===== config.mk =====
export PLATFORM = sky130hd
export DESIGN_NAME = if_fetch_stage
export DESIGN_NICKNAME = d
export VERILOG_FILES = /design/src/rtl/if_fetch_stage.sv
export SDC_FILE = /design/constraint.sdc
export NUM_CORES = 1
export LEC_CHECK = 0
export CAP_MARGIN = 20
export CORE_UTILIZATION = 48
export DETAILED_ROUTE_END_ITERATION = 8
export PLACE_DENSITY = 0.86
export REMOVE_ABC_BUFFERS = 1
export SLEW_MARGIN = 0
export SYNTH_ARGS = -nofsm -noshare
export SYNTH_HDL_FRONTEND = slang
export SYNTH_SLANG_ARGS = --single-unit

===== constraint.sdc =====
create_clock -name clk -period 2.55 [get_ports clk]
set_input_delay 0.51 -clock clk [delete_from_list [all_inputs] [get_ports clk]]
set_output_delay 0.51 -clock clk [all_outputs]
set_load 0.03 [all_outputs]

===== src/rtl/if_fetch_stage.sv =====
// Instruction fetch stage: issues one instruction-memory request at a time, loads the
// IF/ID register, holds a response while ID is stalled and drains a discarded response
// after a redirect.
// Optional performance counters are built only when IF_PERF_CNT_EN is defined.
module if_fetch_stage #(
  parameter logic [31:0] RESET_PC = 32'h0000_0000,
  parameter logic [31:0] NOP_INST = 32'h0000_0013
) (
  input  logic        clk,
  input  logic        rst,
  input  logic        id_stall_flag,
  input  logic        take_branch,
  input  logic [31:0] branch_target,
  output logic        imem_req,
  output logic [31:0] imem_addr,
  input  logic        imem_valid,
  input  logic [31:0] imem_data,
  output logic [31:0] if_id_IR,
  output logic [31:0] if_id_PC,
  output logic        if_id_valid_inst,
  output logic [31:0] perf_fetch_cnt,
  output logic [31:0] perf_stall_cnt
);

  typedef enum logic [1:0] {StReq, StWait, StHold, StDrain} state_e;

  state_e      state_q;
  logic [31:0] pc_q;
  logic [31:0] buf_q;
  logic [31:0] ir_q;
  logic [31:0] id_pc_q;
  logic        valid_q;

  logic        deliver;
  logic [31:0] deliver_word;

  // A delivery happens from a fresh response or from the holding buffer, never under redirect.
  always_comb begin
    deliver      = 1'b0;
    deliver_word = imem_data;
    if (!take_branch && !id_stall_flag) begin
      if (state_q == StWait && imem_valid) begin
        deliver = 1'b1;
      end else if (state_q == StHold) begin
        deliver      = 1'b1;
        deliver_word = buf_q;
      end
    end
  end

  // Fetch FSM together with PC, holding buffer and IF/ID register.
  always_ff @(posedge clk) begin
    if (rst) begin
      state_q <= StReq;
      pc_q    <= RESET_PC;
      buf_q   <= '0;
      ir_q    <= NOP_INST;
      id_pc_q <= '0;
      valid_q <= 1'b0;
    end else if (take_branch) begin
      pc_q    <= branch_target;
      buf_q   <= '0;
      ir_q    <= NOP_INST;
      valid_q <= 1'b0;
      // An in-flight request must still be drained so its response is not mistaken later.
      unique case (state_q)
        StReq:   state_q <= StDrain;
        StWait:  state_q <= imem_valid ? StReq : StDrain;
        StHold:  state_q <= StReq;
        StDrain: state_q <= imem_valid ? StReq : StDrain;
        default: state_q <= StReq;
      endcase
    end else begin
      if (deliver) begin
        ir_q    <= deliver_word;
        id_pc_q <= pc_q;
        valid_q <= 1'b1;
        pc_q    <= pc_q + 32'd4;
      end
      unique case (state_q)
        StReq: state_q <= StWait;
        StWait: begin
          if (imem_valid) begin
            if (id_stall_flag) begin
              buf_q   <= imem_data;
              state_q <= StHold;
            end else begin
              state_q <= StReq;
            end
          end
        end
        StHold:  if (!id_stall_flag) state_q <= StReq;
        StDrain: if (imem_valid) state_q <= StReq;
        default: state_q <= StReq;
      endcase
    end
  end

  // Request strobe is gated by reset so nothing is issued during the reset cycle.
  assign imem_req         = (state_q == StReq) && !rst;
  assign imem_addr        = pc_q;
  assign if_id_IR         = ir_q;
  assign if_id_PC         = id_pc_q;
  assign if_id_valid_inst = valid_q;

`ifdef IF_PERF_CNT_EN
  logic [31:0] fetch_cnt_q;
  logic [31:0] stall_cnt_q;

  // Delivered-instruction and stalled-cycle counters, both free-running and wrapping.
  always_ff @(posedge clk) begin
    if (rst) begin
      fetch_cnt_q <= '0;
      stall_cnt_q <= '0;
    end else begin
      if (deliver) fetch_cnt_q <= fetch_cnt_q + 32'd1;
      if (id_stall_flag && !take_branch) stall_cnt_q <= stall_cnt_q + 32'd1;
    end
  end

  assign perf_fetch_cnt = fetch_cnt_q;
  assign perf_stall_cnt = stall_cnt_q;
`else
  assign perf_fetch_cnt = '0;
  assign perf_stall_cnt = '0;
`endif

endmodule

==> qor.txt <==
status - finished, final reports clean
Post-synth ARST share - 0
fin. max-slew vios - 0
Post-Layout Inst Area - 0.00844 mm2
Yosys warning total - 0
Leakage - 2.92 nW
Iter 0 DRT Violations - 377
flops & latches, synth - 131
Max Cap Viol - 0
DR vias/cell - 5.14
reg-to-reg endpoint - imem_addr[19]
Clk network pwr share - 0.460
area of the core - 0.0126 mm2
startpoint types - register
H-tree Lvls - 4
layout cells sized above 1 - 0.0898
crit-path max FO - 4
Clock Skew - 6.79 ps
Yosys cell types - 54
Fin Setup TNS - 0 ps
root buffer cell - clkbuf_16
CTS tree - yes
post-route setup slack - 293 ps
Core Util, Final - 0.668
antenna cells - 0
Worst-path clk slew - 50 ps
Internal Dissipation - 0.00408 W
Sink Count - 131
Hold WC Path Type - register to register
multi-input combinational cell area - 0.00304 mm2
# setup viols final - 0
DP Worst Slack - 14.8 ps
antenna-violating nets left - 0
arrival time at the worst endpoint - 1750 ps
largest net degree at the start of global routing - 68
GP Congestion - 0.841
post-layout min period - 2260 ps
period utilization - 0.885
Psw - 0.00144 W
Finished Layout Cells - 1074
placed instance count - 1042
first-pass GRT wire length - 24800 um
sequential power share - 0.397
Fillers - 1019
total area of sequential cells - 0.00262 mm2
sequential area share after synthesis - 0.423
height of the die - 116 um
Hold Vio Cnt, Final - 0
post-cts resize count - 0
R2R Path Start - state_q[1]
critical path class - register to output pin
RSZ-0062 raised after global routing - no
hpwl dp - 10800 um
R2R setup slack - 560 ps
gr ovfl total - 0
clock latency at the later pin of the worst-skew pair - 420 ps
via count - 5516
Peak Freq - 0.443 GHz
iteration count of the initial detailed-routing pass - 5
EDFF count, synth - 0
worst-case clock buffer depth - 2
Syn Inst Count - 734
Placed Area - 0.00781 mm2
Die Width - 116 um
# IOs - 231
Final #Nets - 959
Critical Path RT - 2040 ps
Buffers on Ports - 166
Main synth FF type - dfxtp_1
Setup Buffers After CTS - 0
CP endpoint - imem_addr[11]
P per Cell Area - 654 mW/mm2
Critical Path Start - imem_addr[11]
vias in the first global route - 4985
Avg Inst Size Synth - 8.44 um2
num rows - 41
antenna violations before repair - 0
P&R area growth vs syn - 36.1%
biggest area consumer among synthesized cells - dfxtp_1
combinational cell fraction of total power - 0.143
Setup crit end kind - output pin
hold path depth - 2
Least-Margin Pin Slew - 729 ps
hold buffer count at CTS - 0
r2r worst-path depth - 6
GRT Overall Usage - 0.239
top cells by area, synth - dfxtp_1, nand2_1, buf_4
Yosys top cell area share - 0.423
number of buffers created by CTS - 17
VDD IR max - 464 uV
Post-Route WL - 15800 um
routed len/inst - 14.7 um
Slew headroom - 0.514
cell area after synthesis - 0.00620 mm2
switching part of the total - 0.261
Post-route DRC - 0
Initial Utilization - 0.491
die footprint - 0.0134 mm2
==> cell usage after synthesis, types with 3 or more instances <==
library cell	instances
a211oi_1	39
a21oi_1	80
a311oi_1	6
and4_1	5
buf_2	9
buf_4	69
buf_6	5
clkbuf_1	27
clkbuf_8	4
dfxtp_1	131
inv_1	3
mux2i_1	34
nand2_1	163
nand3_1	7
nand4_1	7
nor2_1	55
nor3_1	4
nor3_2	3
nor4_1	4
nor4_2	5
o211ai_1	6
o21ai_0	9
or3_1	5
xnor2_1	18
==> worst min-delay path by stage <==
stage                 startpoint      endpoint
floorplan              buf_q[21]     buf_q[21]
CTS                  if_id_PC[1]   if_id_PC[1]
finish               if_id_PC[1]   if_id_PC[1]
global route           buf_q[23]     buf_q[23]
global placement    if_id_IR[20]  if_id_IR[20]
detailed placement   if_id_PC[5]   if_id_PC[5]
==> registers in the layout, summed over array words and instances (netlist names) <==
| signal | count |
|---|---|
| state_q | 2 |
| if_id_valid_inst | 1 |
| buf_q | 32 |
| if_id_PC | 32 |
| if_id_IR | 32 |
| imem_addr | 32 |
==> per-layer routing <==
metal,track usage,wire (um),vias up
li1,-,-,2706
met1,0.292,6620,2566
met2,0.390,7480,219
met3,0.0743,1310,25
met4,0.101,336,0
met5,0,0,-
==> area by class of cell <==
type | instances | area share
Multi-Input combinational cell | 548 | 0.361
Sequential cell | 131 | 0.311
Timing Repair Buffer | 188 | 0.228
Clock buffer | 23 | 0.0590
Tap cell | 172 | 0.0255
Clock inverter | 9 | 0.0148
Inverter | 3 | 0.00133
==> cell families after synthesis <==
| kind of cell | after synthesis | synth area share |
|---|---|---|
| AND/OR/NAND/NOR | 275 | 0.205 |
| AO/OA/AOI/OAI | 155 | 0.160 |
| other | 1 | 0.000605 |
| flip-flops | 131 | 0.423 |
| multiplexers | 34 | 0.0549 |
| XOR/XNOR | 19 | 0.0269 |
| adder cells (fa/ha/maj) | 1 | 0.00202 |
| buffers and inverters | 118 | 0.128 |
==> metrics by stage <==
stage                     hold slack [ps]  power (W)
after floorplan                       436    0.00266
after global placement                440    0.00300
after detailed placement              445    0.00302
after CTS                             453    0.00555
after global routing                  465    0.00571
final                                 451    0.00552
==> cell usage in the layout (no fill, tap or decap), drive strengths merged, types with 2 or more instances in the layout <==
master,Yosys,layout
nor4,10,10
bufinv,0,3
o21ai,10,10
a21oi,80,80
o21bai,2,2
mux2i,34,34
and3,3,3
a311oi,6,6
o211ai,6,6
nor2,56,56
clkinvlp,0,2
or3,5,5
nand2,163,163
conb,1,64
o21a,2,2
nand4,7,7
and4,7,7
or2,3,3
a211oi,40,40
nand3,7,7
inv,3,3
clkinv,0,4
o2111ai,3,3
clkbuf,31,23
nor3,7,7
and2,3,3
xnor2,18,18
dfxtp,131,131
buf,84,23
clkdlybuf4s50,0,165
==> power by group through the flow <==
stage	clock network, W	registers, W	logic [W]
global placement	0	0.00223	0.000773
global route	0.00267	0.00220	0.000844
CTS	0.00258	0.00219	0.000787
detailed placement	0	0.00223	0.000784
floorplan	0	0.00232	0.000338
finish	0.00254	0.00219	0.000787
==> critical path: stages (launching register included) <==
cell and delay [ps]:
dfxtp_1 460, buf_4 200, clkdlybuf4s50_1 670
Note: power is estimated with default switching activity, not from simulation.
